==> src/rtl/cla_pipe_adder.sv <==
// Two-stage pipelined carry-lookahead adder/subtractor with valid/ready on both sides.
// Stage 1 registers per-bit and group propagate/generate; stage 2 resolves carries and registers results.

module one_bit_carry_look_ahead (
  input  logic a,
  input  logic b,
  output logic p,
  output logic g
);
  assign p = a ^ b;
  assign g = a & b;
endmodule

module cla_pipe_adder #(
  parameter int unsigned WIDTH = 32,
  parameter int unsigned GROUP = 4
) (
  input  logic             clk,
  input  logic             rst_n,
  input  logic             in_valid,
  output logic             in_ready,
  input  logic [WIDTH-1:0] in0,
  input  logic [WIDTH-1:0] in1,
  input  logic             cin,
  input  logic             sub,
  output logic             out_valid,
  input  logic             out_ready,
  output logic [WIDTH-1:0] out,
  output logic             cout,
  output logic             ovf,
  output logic             zero
);
  localparam int unsigned NGRP = WIDTH / GROUP;

  logic [WIDTH-1:0] b_op;
  logic [WIDTH-1:0] p;
  logic [WIDTH-1:0] g;
  logic             c0;
  logic [NGRP-1:0]  grp_p;
  logic [NGRP-1:0]  grp_g;

  logic             s1_valid;
  logic [WIDTH-1:0] s1_p;
  logic [WIDTH-1:0] s1_g;
  logic             s1_c0;
  logic [NGRP-1:0]  s1_gp;
  logic [NGRP-1:0]  s1_gg;

  logic             s1_ready;
  logic             s2_ready;
  logic [NGRP:0]    grp_c;
  logic [WIDTH:0]   c;
  logic [WIDTH-1:0] sum;

  assign b_op = sub ? ~in1 : in1;
  assign c0   = sub | cin;

  for (genvar i = 0; i < WIDTH; i++) begin : g_cell
    one_bit_carry_look_ahead u_cell (
      .a (in0[i]),
      .b (b_op[i]),
      .p (p[i]),
      .g (g[i])
    );
  end

  // Group P/G folded from the group LSB upward: G = g[k+n] | p[k+n] & G_lower.
  always_comb begin
    grp_p = '0;
    grp_g = '0;
    for (int j = 0; j < int'(NGRP); j++) begin
      grp_p[j] = 1'b1;
      for (int i = 0; i < int'(GROUP); i++) begin
        grp_g[j] = g[j*int'(GROUP)+i] | (p[j*int'(GROUP)+i] & grp_g[j]);
        grp_p[j] = grp_p[j] & p[j*int'(GROUP)+i];
      end
    end
  end

  assign s2_ready = !out_valid | out_ready;
  assign s1_ready = !s1_valid | s2_ready;
  assign in_ready = s1_ready;

  // Stage 1: propagate/generate capture.
  always_ff @(posedge clk or negedge rst_n) begin
    if (!rst_n) begin
      s1_valid <= 1'b0;
      s1_p     <= '0;
      s1_g     <= '0;
      s1_c0    <= 1'b0;
      s1_gp    <= '0;
      s1_gg    <= '0;
    end else if (s1_ready) begin
      s1_valid <= in_valid;
      if (in_valid) begin
        s1_p  <= p;
        s1_g  <= g;
        s1_c0 <= c0;
        s1_gp <= grp_p;
        s1_gg <= grp_g;
      end
    end
  end

  // Group carries across groups, then intra-group carries seeded by each group carry-in.
  always_comb begin
    grp_c    = '0;
    c        = '0;
    grp_c[0] = s1_c0;
    for (int j = 0; j < int'(NGRP); j++) begin
      grp_c[j+1] = s1_gg[j] | (s1_gp[j] & grp_c[j]);
    end
    for (int j = 0; j < int'(NGRP); j++) begin
      c[j*int'(GROUP)] = grp_c[j];
      for (int i = 0; i < int'(GROUP) - 1; i++) begin
        c[j*int'(GROUP)+i+1] = s1_g[j*int'(GROUP)+i] | (s1_p[j*int'(GROUP)+i] & c[j*int'(GROUP)+i]);
      end
    end
    c[WIDTH] = grp_c[NGRP];
    sum      = s1_p ^ c[WIDTH-1:0];
  end

  // Stage 2: result and flag registers; held while the consumer stalls.
  always_ff @(posedge clk or negedge rst_n) begin
    if (!rst_n) begin
      out_valid <= 1'b0;
      out       <= '0;
      cout      <= 1'b0;
      ovf       <= 1'b0;
      zero      <= 1'b0;
    end else if (s2_ready) begin
      out_valid <= s1_valid;
      if (s1_valid) begin
        out  <= sum;
        cout <= c[WIDTH];
        ovf  <= c[WIDTH] ^ c[WIDTH-1];
        zero <= ~|sum;
      end
    end
  end
endmodule

==> config.mk <==
export PLATFORM = sky130hd
export DESIGN_NAME = cla_pipe_adder
export DESIGN_NICKNAME = d
export VERILOG_FILES = /design/src/rtl/cla_pipe_adder.sv
export SDC_FILE = /design/constraint.sdc
export NUM_CORES = 1
export LEC_CHECK = 0
export BUFFER_PORTS_ARGS = -buffer_cell sky130_fd_sc_hd__buf_2
export CORE_ASPECT_RATIO = 0.7
export CORE_MARGIN = 2
export CORE_UTILIZATION = 30
export DETAILED_ROUTE_END_ITERATION = 7
export GPL_TIMING_DRIVEN = 0
export SLEW_MARGIN = 20
export SYNTH_ARGS = -nofsm -noshare
export SYNTH_HDL_FRONTEND = slang
export SYNTH_SLANG_ARGS = --single-unit
==> constraint.sdc <==
create_clock -name clk -period 5.3 [get_ports clk]
set_input_delay 0.53 -clock clk [delete_from_list [all_inputs] [get_ports clk]]
set_output_delay 0.53 -clock clk [all_outputs]
set_load 0.03 [all_outputs]
==> results of run 1 <==
[worst max-delay path, stage by stage (launching register included)]
cell and delay (ns):
dfrtp_1 0.41, a211oi_2 0.26, o21a_2 0.23, nor2_2 0.06, a21o_1 0.21, a21o_1 0.19, ha_1 0.18, or2_2 0.29
ha_1 0.18, or2_2 0.29, ha_1 0.19, nor2_1 0.20, xnor2_1 0.17, nor4_1 0.45, a32o_1 0.24
[through the flow]
stage / utilization, % / hold WS, ns / instances / power (mW) / setup slack [ns]
after global placement: 34.7 / 0.467 / 787 / 2.34 / 1.75
after floorplan: - / 0.234 / 440 / 1.94 / 2.26
after CTS: 36.4 / 0.0506 / 804 / 3.04 / 1.68
after global routing: 36.4 / 0.0485 / 804 / 3.18 / 1.49
final: 36.4 / 0.0450 / 804 / 3.00 / 1.68
after detailed placement: 34.9 / 0.427 / 788 / 2.37 / 1.71
[layer usage]
metal  track usage [%]  wire length (um)  vias up
li1                  -                 -     1809
met1              20.9              7080     1883
met2              23.6              6400       71
met3              3.39               528       10
met4              2.42                98        0
met5                 0                 0        -
[kinds of logic (layout without fill, tap and decap cells)]
kind of cell | after synthesis | in the layout
DFF | 110 | 110
muxes | 89 | 89
and+or+nand+nor | 72 | 72
adders and majority gates | 56 | 56
AOI/OAI and AO/OA | 56 | 56
xor gates and xnor gates | 41 | 41
buffers and inverters | 16 | 138
[how the worst max path moves through the flow]
stage	startpoint	end	cells after the start
2_1_floorplan	s1_gp[0]	zero	14
3_3_place_gp	s1_c0	zero	14
3_5_place_dp	s1_c0	zero	14
4_1_cts	s1_c0	zero	14
5_1_grt	s1_c0	zero	14
6_report	s1_gp[0]	zero	14
[where the power goes]
part	internal [mW]	switching (mW)
combinational	0.436	0.692
clock	0.356	0.298
sequential	1.08	0.135
[registers in the layout, summed over array words and instances (netlist names), 8 cells and up]
signal and cells:
out 32, s1_g 24, s1_gg 8, s1_gp 8
s1_p 32
[final cells by class]
class	instances	area (um2)
sequential	110	2750
clock inverter	3	17.5
timing repair buffer	106	559
tap	242	303
fill	1885	11900
multi-input combinational	314	2810
clock buffer	13	270
buffer	16	98.8
[cell usage after synthesis]
| master | number |
|---|---|
| or2_2 | 16 |
| nor4_1 | 8 |
| nand2_1 | 19 |
| a32o_1 | 1 |
| xnor2_1 | 8 |
| o21ai_1 | 19 |
| mux2_1 | 89 |
| a211oi_2 | 1 |
| buf_4 | 8 |
| xor2_1 | 33 |
| o31ai_4 | 1 |
| ha_1 | 56 |
| nand3_1 | 1 |
| a21o_2 | 1 |
| nor2_2 | 2 |
| a21oi_1 | 9 |
| dfrtp_1 | 110 |
| nand4_1 | 9 |
| o21a_1 | 1 |
| clkbuf_1 | 1 |
| o21bai_1 | 1 |
| buf_2 | 7 |
| nand2_2 | 2 |
| a21o_1 | 21 |
| nand3b_1 | 1 |
| nand2b_1 | 3 |
| o21a_2 | 1 |
| nor2_1 | 9 |
| nor3_1 | 2 |
==> qor.txt, run 1 <==
post-CTS setup buffer count - 0
antenna violations before repair - 0
drt wl/cell - 17.5 um
final setup violation count - 0
worst min-delay path class - input pin to async pin
most common cell after layout, fill and taps aside - buf_2
maximum net fanout on the critical path - 3
vias in the first global route - 4098
Congestion Overflow GR - 0
Crit Path Class - flop to flop
unrepaired setup endpoints after global routing - false
Peak VDD IR - 228 uV
Yosys top cell by area - dfrtp_1
Port Buf Inserts - 105
min cycle time layout - 3.62 ns
largest family of logic cells by synthesized area - multiplexers
routability cong. - 0.786
crit start category - flop
max-slew violation count - 0
CTS clock-pin slew for the worst setup and hold paths - 0.07 ns
Via-to-Cell Ratio - 4.69
DRC Markers - 0
Post-CTS Resized - 0
Starting Density - 30.3%
Via Count - 3773
reg2reg start - s1_gp[0]
synth top area cells - dfrtp_1 (49%), mux2_1 (18%), ha_1 (12%)
post-synthesis adder-cell area fraction - 12.4%
post-synthesis mux area share - 17.7%
pwr dens - 440 nW/um2
Ports - 107
Root Buffer - clkbuf_16
Post-Synth Simple-Gate Area - 6.67%
Setup TNS - 0 ns
final worst path period share - 68.2%
Compound-Gate Fraction of Synth Area - 6.60%
antenna-violating nets left - 0
Setup crit end kind - flop
Pre-Repair DR Iteration Count - 5
Final #Nets - 683
max cap viols - 0
most frequent cells in the layout - buf_2 (111), dfrtp_1 (110), mux2_1 (89)
sequential fraction of the synthesis area - 48.6%
Mean Syn Cell Area - 12.9 um2
mapped cell area - 5670 um2
Synth cell types - 29
r2r worst-path depth - 14
CTS tree - yes
Overall Global Routing Usage - 14.8%
post-synth top area share - 48.6%
Area Growth Syn to Fin - 20.3%
worst path arrival time - 3.90 ns
# rows - 42
share of layout cells above drive strength 1 - 28.5%
die area - 20000 um2
Detailed Route WL - 14100 um
Synth Area in XOR/XNOR - 6.34%
HPWL after DPL - 11100 um
Final Hold Viols - 0
CTS H-tree depth - 3
n_diodes - 0
Cells after Synth - 440
Reg-to-Reg End - zero
die extent in y - 119 um
Synth Warn # - 0
CTS max path bufs - 2
Synthesized Nets - 566
worst clock skew - 0.00408 ns
Worst Tran Pin Value - 0.515 ns
hold buffer count at cts - 0
Final Cell Area - 6820 um2
Max-Slew Margin vs Limit - 65.3%
WP data required - 5.59 ns
Skew-Pair Late Insertion Delay - 0.35 ns
Static Leakage - 3.35 nW
drt initial violations - 108
CTS Buf Count - 9
Max Freq - 0.276 GHz
reg2reg setup slack - 1.68 ns
core area - 18700 um2
Post-Place Cell Area - 6530 um2
die span in x - 168 um
first-pass GRT wire length - 22600 um
largest net degree at the start of global routing - 83
status - completed
flops & latches, synth - 110
CTS Sinks - 110
No activity file was read; power rests on OpenSTA's default activity.
==> run 2, diff against run 1 <==
clock period = 3.6 ns   (was 5.3 ns; I/O delays follow)
==> run 2 against run 1 <==
Against the previous run: total power rose by 47%; largest cell class unchanged; critical endpoint unchanged; global-route usage about the same; final cell count is 0.12% higher; largest power group unchanged; utilization rose by 0.10 points; sequential power up 48%.
==> qor.txt, run 2 (synthesis results as in run 1) <==
crit start category - flop
min cycle time layout - 3.39 ns
WP data required - 3.89 ns
Detailed Route WL - 14100 um
status - completed
largest net degree at the start of global routing - 83
Static Leakage - 3.36 nW
Pre-Repair DR Iteration Count - 5
Max-Slew Margin vs Limit - 65.3%
drt initial violations - 104
Final Hold Viols - 0
die span in x - 168 um
worst path arrival time - 3.67 ns
area of the multi-input gates - 2820 um2
final setup violation count - 0
CTS Buf Count - 9
HPWL after DPL - 11100 um
# rows - 42
Peak VDD IR - 335 uV
Via Count - 3766
Skew-Pair Late Insertion Delay - 0.35 ns
Area Growth Syn to Fin - 20.6%
overall power - 4.41 mW
CTS tree - yes
Congestion Overflow GR - 0
Via-to-Cell Ratio - 4.68
antenna-violating nets left - 0
unrepaired setup endpoints after global routing - false
FILL cells - 1881
CTS H-tree depth - 3
register area - 2750 um2
fin worst setup slack - 0.213 ns
Setup crit end kind - flop
worst min-delay path class - input pin to flop
antenna violations before repair - 0
Crit Path Class - flop to flop
CTS max path bufs - 2
Starting Density - 30.3%
Final #Nets - 684
most common cell after layout, fill and taps aside - buf_2
Overall Global Routing Usage - 14.8%
Worst Tran Pin Value - 0.515 ns
WHS - 0.237 ns
Setup TNS - 0 ns
die area - 20000 um2
biggest registers after layout - out: 32 flops, s1_p: 32 flops, s1_g: 24 flops
pwr dens - 646 nW/um2
CTS Sinks - 110
Max Freq - 0.295 GHz
die extent in y - 119 um
CTS clock-pin slew for the worst setup and hold paths - 0.07 ns
first-pass GRT wire length - 22600 um
max cap viols - 0
Port Buf Inserts - 105
vias in the first global route - 4098
routability cong. - 0.786
maximum net fanout on the critical path - 3
Root Buffer - clkbuf_16
Core Util, Final - 36.5%
Worst Hold Depth - 2
DRC Markers - 0
share of layout cells above drive strength 1 - 28.8%
max-slew violation count - 0
drt wl/cell - 17.5 um
n_diodes - 0
worst clock skew - 0.00354 ns
r2r worst-path depth - 14
Ports - 107
most frequent cells in the layout - buf_2 (111), dfrtp_1 (110), mux2_1 (89)
core area - 18700 um2
final worst path period share - 94.1%
worst slack at placement - 0.00610 ns
-- run 2: worst max-delay path, cell delays in order, from the launching register on --
cell      delay [ns]
dfrtp_1         0.41
a211oi_2        0.26
o21a_2          0.23
nor2_2          0.06
a21o_1          0.21
a21o_1          0.19
ha_1            0.18
or2_2           0.29
ha_1            0.18
or2_2           0.29
ha_1            0.32
nor4_1          0.24
nand2_1         0.11
nor3_1          0.16
a32o_1          0.19
-- run 2: power breakdown --
part	total, mW	internal (mW)	switching (mW)	leakage [nW]
sequential	1.79	1.59	0.199	1.34
combinational	1.67	0.644	1.02	1.87
clock	0.962	0.525	0.437	0.142
total	4.41	2.76	1.66	3.36
-- run 2: metal layers --
layer	global-route usage [%]	routed length [um]	up-vias
met4	2.42	87	0
met5	0	0	-
met3	3.39	545	9
met1	21.0	7050	1874
met2	23.6	6430	74
li1	-	-	1809
-- run 2: final timing paths --
kind	from	endpoint	slack (ns)
setup / recovery	s1_gp[0]	zero	0.21
hold / removal	in_valid	s1_valid	0.24
setup reg to reg	s1_gp[0]	zero	0.21
hold reg to reg	s1_g[9]	s1_g[9]	0.48
max in group asynchronous	rst_n	s1_g[25]	2.42
min in group asynchronous	rst_n	out[14]	0.44
-- run 2: stage by stage --
step | instance area, um2 | instances
final | 6830 | 805
after global routing | 6830 | 805
after CTS | 6830 | 805
after detailed placement | 6530 | 788
after global placement | 6490 | 787
after floorplan | 5670 | 440
-- run 2: what timing repair did --
action,4_1_cts,5_1_grt
pin swaps,0,1
gates resized for setup,1,1
gates cloned,0,0
buffers inserted,0,0
setup endpoints to repair,1,1
hold buffers,1,0
endpoints found under the hold margin,28,0
-- run 2: area by class of cell --
type | instances | area share, %
multi-input combinational | 314 | 41.3
buffer | 16 | 1.45
clock buffer | 13 | 3.95
tap | 242 | 4.43
clock inverter | 3 | 0.256
timing repair buffer | 107 | 8.33
sequential | 110 | 40.3
